--- src/rtl/wb_grf_if.sv ---
// -----------------------------------------------------------------------------
// wb_grf_if
// Bundles the write-back / register-file signals of the single-cycle MIPS
// datapath so that the register file and its driver share one port.
//
// Signals
//   PC        32     PC of the instruction in write-back (PC+8 source, logging)
//   regw      1      register write enable from control
//   wbsel     2      write-back source: 0 alu_res, 1 mem_rdata, 2 PC+8, 3 reserved
//   wa        5      destination register number
//   alu_res   32     ALU result
//   mem_rdata 32     data-memory read data
//   ra1, ra2  5      read addresses
//   rd1, rd2  32     read data (combinational)
//   wcount    CNT_W  number of committed register writes
//
// Modports
//   master : the datapath side (drives the write/read requests)
//   slave  : the register file (wb_grf)
// -----------------------------------------------------------------------------
interface wb_grf_if #(
   parameter int CNT_W = 32
);
   logic [31:0]      PC;
   logic             regw;
   logic [1:0]       wbsel;
   logic [4:0]       wa;
   logic [31:0]      alu_res;
   logic [31:0]      mem_rdata;
   logic [4:0]       ra1;
   logic [4:0]       ra2;
   logic [31:0]      rd1;
   logic [31:0]      rd2;
   logic [CNT_W-1:0] wcount;

   modport master (
      output PC,
      output regw,
      output wbsel,
      output wa,
      output alu_res,
      output mem_rdata,
      output ra1,
      output ra2,
      input  rd1,
      input  rd2,
      input  wcount
   );

   modport slave (
      input  PC,
      input  regw,
      input  wbsel,
      input  wa,
      input  alu_res,
      input  mem_rdata,
      input  ra1,
      input  ra2,
      output rd1,
      output rd2,
      output wcount
   );
endinterface

--- src/rtl/wb_grf.sv ---
// -----------------------------------------------------------------------------
// wb_grf
// Write-back stage plus 32 x 32-bit general register file of the single-cycle
// MIPS datapath. Selects the write-back value (ALU result, data-memory read
// data or PC+8), commits it to the destination register on the rising clock
// edge, serves two combinational read ports and counts committed writes.
// Every committed write is logged in the course reference-simulator format.
//
// Ports
//   clk  1      system clock, all state changes on posedge
//   clr  1      synchronous active-high reset
//   bus  slave modport of wb_grf_if (see rtl/wb_grf_if.sv)
//
// Parameters
//   CNT_W           width of the committed-write counter
//   LOG_EN_DEFAULT  1 enables the simulation write log, 0 silences it
//
// Configuration
//   WB_BYPASS_EN    when defined, a write in the current cycle is forwarded
//                   to rd1/rd2 whose read address matches the destination
//                   (write-first). When undefined no bypass mux exists and
//                   read-after-write hazards belong to the external
//                   forwarding unit.
// -----------------------------------------------------------------------------
module wb_grf #(
   parameter int CNT_W          = 32,
   parameter int LOG_EN_DEFAULT = 1
) (
   input logic   clk,
   input logic   clr,
   wb_grf_if.slave bus
);

   localparam logic [1:0] SEL_ALU = 2'd0;
   localparam logic [1:0] SEL_MEM = 2'd1;
   localparam logic [1:0] SEL_PC8 = 2'd2;
   localparam logic [1:0] SEL_RSV = 2'd3;

   localparam logic [CNT_W-1:0] CNT_ONE = {{(CNT_W-1){1'b0}}, 1'b1};

   // Register storage; entry 0 is never written so it stays at zero.
   logic [31:0]      regs_r [0:31];
   logic [CNT_W-1:0] wcount_r;

   logic [31:0] wd_s;
   logic        we_s;
   logic [31:0] stored1_s;
   logic [31:0] stored2_s;
   logic [31:0] rd1_s;
   logic [31:0] rd2_s;

   // Write-back source select; the reserved code yields zero but never commits.
   always_comb begin
      wd_s = 32'd0;
      case (bus.wbsel)
         SEL_ALU: wd_s = bus.alu_res;
         SEL_MEM: wd_s = bus.mem_rdata;
         SEL_PC8: wd_s = bus.PC + 32'd8;
         default: wd_s = 32'd0;
      endcase
   end

   // A write commits only for a real source and a non-zero destination.
   always_comb begin
      we_s = 1'b0;
      if (bus.regw && (bus.wbsel != SEL_RSV) && (bus.wa != 5'd0)) begin
         we_s = 1'b1;
      end else begin
         we_s = 1'b0;
      end
   end

   // Register file and write counter; clr drops any write in the same cycle.
   always_ff @(posedge clk) begin
      if (clr) begin
         for (int i = 0; i < 32; i++) begin
            regs_r[i] <= 32'd0;
         end
         wcount_r <= {CNT_W{1'b0}};
      end else begin
         if (we_s) begin
            regs_r[bus.wa] <= wd_s;
            wcount_r       <= wcount_r + CNT_ONE;
         end
      end
   end

   // Stored-content read; register 0 is forced to zero independent of storage.
   always_comb begin
      stored1_s = 32'd0;
      stored2_s = 32'd0;
      if (bus.ra1 == 5'd0) begin
         stored1_s = 32'd0;
      end else begin
         stored1_s = regs_r[bus.ra1];
      end
      if (bus.ra2 == 5'd0) begin
         stored2_s = 32'd0;
      end else begin
         stored2_s = regs_r[bus.ra2];
      end
   end

`ifdef WB_BYPASS_EN
   // Write-first forwarding of the value being committed this cycle.
   always_comb begin
      rd1_s = stored1_s;
      rd2_s = stored2_s;
      if (we_s && !clr && (bus.ra1 == bus.wa)) begin
         rd1_s = wd_s;
      end else begin
         rd1_s = stored1_s;
      end
      if (we_s && !clr && (bus.ra2 == bus.wa)) begin
         rd2_s = wd_s;
      end else begin
         rd2_s = stored2_s;
      end
   end
`else
   // Reads show pre-edge register contents only.
   always_comb begin
      rd1_s = stored1_s;
      rd2_s = stored2_s;
   end
`endif

   assign bus.rd1    = rd1_s;
   assign bus.rd2    = rd2_s;
   assign bus.wcount = wcount_r;

`ifndef SYNTHESIS
   // Simulation write log in the reference-simulator format.
   always_ff @(posedge clk) begin
      if (!clr && we_s && (LOG_EN_DEFAULT != 0)) begin
         $display("@%h: $%d <= %h", bus.PC, bus.wa, wd_s);
      end
   end
`endif

endmodule

--- src/flat_wrapper.sv ---
// flat-port wrapper written by rule: the top's interface ports become plain ports
module wb_grf_flat 
#(
   parameter int CNT_W          = 32,
   parameter int LOG_EN_DEFAULT = 1
)
  (clk, clr, bus_PC, bus_regw, bus_wbsel, bus_wa, bus_alu_res, bus_mem_rdata, bus_ra1, bus_ra2, bus_rd1, bus_rd2, bus_wcount);
  wb_grf_if #(.CNT_W(CNT_W)) bus_i ();
  input logic clk;
  input logic clr;
  input wire logic [$bits(bus_i.PC)-1:0] bus_PC;
  input wire logic [$bits(bus_i.regw)-1:0] bus_regw;
  input wire logic [$bits(bus_i.wbsel)-1:0] bus_wbsel;
  input wire logic [$bits(bus_i.wa)-1:0] bus_wa;
  input wire logic [$bits(bus_i.alu_res)-1:0] bus_alu_res;
  input wire logic [$bits(bus_i.mem_rdata)-1:0] bus_mem_rdata;
  input wire logic [$bits(bus_i.ra1)-1:0] bus_ra1;
  input wire logic [$bits(bus_i.ra2)-1:0] bus_ra2;
  output wire logic [$bits(bus_i.rd1)-1:0] bus_rd1;
  output wire logic [$bits(bus_i.rd2)-1:0] bus_rd2;
  output wire logic [$bits(bus_i.wcount)-1:0] bus_wcount;
  assign bus_i.PC = bus_PC;
  assign bus_i.regw = bus_regw;
  assign bus_i.wbsel = bus_wbsel;
  assign bus_i.wa = bus_wa;
  assign bus_i.alu_res = bus_alu_res;
  assign bus_i.mem_rdata = bus_mem_rdata;
  assign bus_i.ra1 = bus_ra1;
  assign bus_i.ra2 = bus_ra2;
  assign bus_rd1 = bus_i.rd1;
  assign bus_rd2 = bus_i.rd2;
  assign bus_wcount = bus_i.wcount;
  wb_grf #(.CNT_W(CNT_W), .LOG_EN_DEFAULT(LOG_EN_DEFAULT)) u_core (.clk(clk), .clr(clr), .bus(bus_i));
endmodule
--- config.mk ---
export PLATFORM = sky130hd
export DESIGN_NAME = wb_grf_flat
export DESIGN_NICKNAME = d
export VERILOG_FILES = /design/src/rtl/wb_grf_if.sv /design/src/rtl/wb_grf.sv /design/src/flat_wrapper.sv
export SDC_FILE = /design/constraint.sdc
export NUM_CORES = 2
export LEC_CHECK = 0
export BUFFER_PORTS_ARGS = -buffer_cell sky130_fd_sc_hd__buf_2
export CAP_MARGIN = 20
export CORE_MARGIN = 2
export CORE_UTILIZATION = 40
export DETAILED_ROUTE_END_ITERATION = 10
export GPL_TIMING_DRIVEN = 0
export PLACE_DENSITY = 0.63
export SETUP_SLACK_MARGIN = 0.4
export SLEW_MARGIN = 15
export SYNTH_ARGS = -nofsm -noshare
export SYNTH_HDL_FRONTEND = slang
export SYNTH_SLANG_ARGS = --single-unit
--- constraint.sdc ---
create_clock -name clk -period 2.6 [get_ports clk]
set_input_delay 0.26 -clock clk [delete_from_list [all_inputs] [get_ports clk]]
set_output_delay 0.26 -clock clk [all_outputs]
set_load 0.02 [all_outputs]
Yosys cells after proc, flatten, opt, wreduce, memory -nomap -nowiden. Memory sizes are Yosys's and may differ from the RTL's. Cells that the tools add are included.

Flip-flop bits (word level): 32. Memory bits (writable): 1024. Input port bits: 116. Output and inout port bits: 96. Word-level logic and storage cells: 26. Memories kept: 1.

Memory list: u_core.regs_r (words 32, width 32, rd ports 2, clocked after memory_dff 0, wr ports 32, RTL line wb_grf.sv:42) `logic [31:0] regs_r [0:31];`.

Add/sub/neg operators: 2. Eq/ne operators: 3. Multiplexer cells: 12. Reduce and logical (&&, ||, !) cells: 7.

Operators with widths (number): two-way mux 32 bit (3); one-hot mux 32 bit (3 select lines) (1); adder 32 x 1 -> 32 bit, second input constant (1); adder 32 x 4 -> 32 bit, second input constant (1); OR reduction 32 bit (1); zero test 5 bit (2); two-way mux 1 bit (7); two-way mux 5 bit (1); nonzero test 5 bit (1); equality test 2 x 1 -> 1 bit, second input constant (1); equality test 2 bit, second input constant (1); logical AND 1 bit (2); zero test 2 bit (1); inequality test 2 bit, second input constant (1).

Depth between registers and ports, before layout.
Depth after elaboration: 9. Depth in mapped cells: 8. Mapped depth without buffers: 6.

Worst setup path after synthesis. OpenSTA, ideal clock, no wires.

Path type: in2reg. From: input port bus_regw. To: memory u_core.regs_r[15][0] (enable). Library setup time: 0.394 ns. Data arrival time: 2.097 ns. Required time: 2.206 ns. Path slack: 0.109 ns. Cell stages on the path: 6. Path buffers: 2. Cell sequence: nor2b_1 > and4_1 > clkbuf_1 > clkbuf_1 > nand2_1 > nand2b_1.

RTL lines: start, declared (RTL line flat_wrapper.sv:12) `input wire logic [$bits(bus_i.regw)-1:0] bus_regw;`; end, declared (RTL line wb_grf.sv:42).

==> results.toml <==
[layout]
layout.cells.non_filler = 6245
seq_area_mm2 = 0.03139
nets = 4471
multi_input_area_mm2 = 0.02554
fill_cells = 11700
final_core_util_pct = 48.91
final_area_mm2 = 0.06734
syn2layout_area_growth_pct = 21.23
drive_gt1_share_pct = 35.79

[drt]
wl_per_cell_um = 36.01
antenna_left = 0
drt_iter0_markers = 7654
wl_um = 224900
viasPerCell = 6.702
first_pass_iters = 7
drc = 0
met1_length_um = 76680
met3_wirelength_um = 33750
met2_length_um = 99700
vias = 41860
top_layer_used = "met5"

[yosys]
synth_top_area_share_pct = 55.36
ys_ff_latch = 1056
async_flop_share_pct = 0
syn_area_per_cell_um2 = 14.05
yosys_warnings = 0
yosysTopAreaCell = "edfxtp_1"
yosys-top-cells-count = "edfxtp_1 (1,024), nor2_1 (954), mux4_2 (512)"
synth_edf_count = 1024
synth_area_leaders = "edfxtp_1 (55%), mux4_2 (21%), nor2_1 (6.4%)"
synth_most_common_cell = "edfxtp_1"
synth_area_mm2 = 0.05555
yosys_most_used_dff = "edfxtp_1"
ys_types = 64
syn_inst = 3954
seq_area_frac_synth_pct = 56.51

[critical_path]
slowest_stage = "mux4_2"
worstPathArrival_ns = 2.84
crit_fanout = 2
slowest_delay_ns = 0.52
worstSetupPathType = "flop to primary output"
crit_chain = "mux4_2 > mux2i_4 > nor2_1 > a221oi_2 > a21oi_2 > buf_6"
worstPathRequired_ns = 2.34
crit_path_start_kind = "flop"
critPathCaptureType = "primary output"

[global_route]
grt_pass1_vias = 40780
antenna_found_initial = 7
grt_pass1_wl_um = 306000
grt_use_total_pct = 31.13
grt_max_degree = 33
grt-ovfl-total = 0

[status]
status = "finished, violations left"
violations = "setup timing"

[placement]
dp.final_hpwl_um = 161700
postPlaceCellArea_mm2 = 0.05974
place.port_buffers = 202
gp_congestion = 1.035
dp.cells = 6002

[sta]
whs_ns = 0.005201
hold_viol = 0
setup_viol = 64
relSlewSlack_pct = 9.931
post-route-period-util_pct = 119.1
rsz0062_at_grt = "yes"
worstMarginPinSlew_ns = 1.351
fin_skew_ns = 0.007044
worst_slack_ns = -0.4963
drv_slew = 0
clock.fmax_mhz = 323.0
min_period_ns = 3.096

[floorplan]
rows = 136
die_area_mm2 = 0.1419
core_region_area_mm2 = 0.1377
io_pins = 212
chipHeight_um = 376.6
die_w_um = 376.6
initial_utilization_pct = 40.35

[worst_hold_path]
min_path_type = "input port to flop"

[clocking]
path_clk_slew_ns = 0.06
cts.path.max_buffers = 3
htreeDepth = 3
worstSkewPairLatency_ns = 0.71
cts_tree = "done"
root_buffer = "clkbuf_16"
cts_made_buffers = 112
cts.sinks = 1056

[pwr]
power_leakage_uw = 0.02247
power_density_mw_per_mm2 = 653.3
ir_drop_v = 0.0005456

[job]
max_cap_viol_count = 0
## metal layers
metal	vias to the layer above	track usage (%)
met5	-	1.887
met4	10	16.52
met3	671	10.64
met2	3668	47.09
met1	21210	39.39
li1	16300	-
## cells by family (layout without fill, tap and decap cells)
logic type / after synthesis / in the layout / synth area share, %
muxes: 730 / 730 / 24.76
xor gates and xnor gates: 32 / 32 / 0.5046
DFF: 1056 / 1056 / 56.51
and+or+nand+nor: 1253 / 1258 / 9.472
buffers and inverters: 438 / 893 / 3.334
adders and majority gates: 2 / 2 / 0.04504
other: 1 / 38 / 0.006751
AOI/OAI and AO/OA: 442 / 442 / 5.370
## final timing paths
check	slack (ns)	cells after the start	end	startpoint
worst max-delay path	-0.50	6	bus_rd2[18]	u_core.regs_r[26][18]
worst min-delay path	0.005	3	u_core.regs_r[4][0]	bus_mem_rdata[0]
worst max register to register	0.55	5	u_core.bus.wcount[29]	u_core.bus.wcount[3]
worst min register to register	0.50	2	u_core.bus.wcount[18]	u_core.bus.wcount[18]
## cells in the final DEF, fill, tap and decap left out, drive strengths merged, types with 4 or more instances in the layout
master,count
edfxtp,1024
nor2,954
mux4,512
clkbuf,416
buf,399
mux2i,198
o22ai,125
a221oi,109
a21oi,100
nand2,90
clkinv,47
a21o,44
nand2b,41
o21ai,37
conb,32
dfxtp,32
nor3,28
nand4,26
nand3,26
mux2,20
nor4,19
xor2,17
xnor2,15
and2,12
bufinv,12
and3,10
nor2b,10
or3,9
inv,9
or2,8
and4,7
or4,7
diode,6
a211oi,6
o31ai,5
dlygate4sd3,5
nor3b,5
clkdlybuf4s15,4
## state kept, by name (all words and copies together), names as in the netlist
signal,flops
u_core.regs_r,1024
u_core.bus.wcount,32
## per-stage QoR
step | TNS [ns] | total power [uW] | setup slack [ns]
finish | -17.80 | 43990 | -0.4963
global route | -17.62 | 44620 | -0.4805
CTS | -19.03 | 43190 | -0.5244
detailed placement | -1314.84 | 26580 | -1.675
global placement | -1824.36 | 26400 | -2.275
floorplan | 0 | 23850 | 0.4039
## power by group
part	leakage, uW	internal, uW	switching (uW)	total (uW)
Clock	0.00175	9290	7010	16300
Sequential	0.0100	19500	446	20000
Combinational	0.0107	2990	4700	7690
## worst max-delay path, delay by kind of cell (launching register included)
kind / cells / cell delay (ns)
muxes: 2 / 0.77
and+or+nand+nor: 1 / 0.09
buffers and inverters: 1 / 0.24
DFF: 1 / 0.41
AOI/OAI and AO/OA: 2 / 0.59
## final cells by class
type                            count  area share (%)
Sequential cell                  1056           46.62
Buffer                            429           3.688
Tap cell                         1794           3.333
Timing Repair Buffer              249           3.014
Clock inverter                     60          0.8733
Antenna cell                        6         0.02230
Clock buffer                      146           4.478
Inverter                            9         0.05017
Multi-Input combinational cell   2496           37.92
## repair_timing
item / CTS / global route
setup buffers: 9 / 10
gates resized for setup: 591 / 324
gates cloned: 3 / 2
hold endpoints to repair: 5 / 0
hold buffers: 5 / 0
setup endpoints to repair: 1704 / 901
pin swaps: 22 / 40
(Power assumes the default switching activity.)
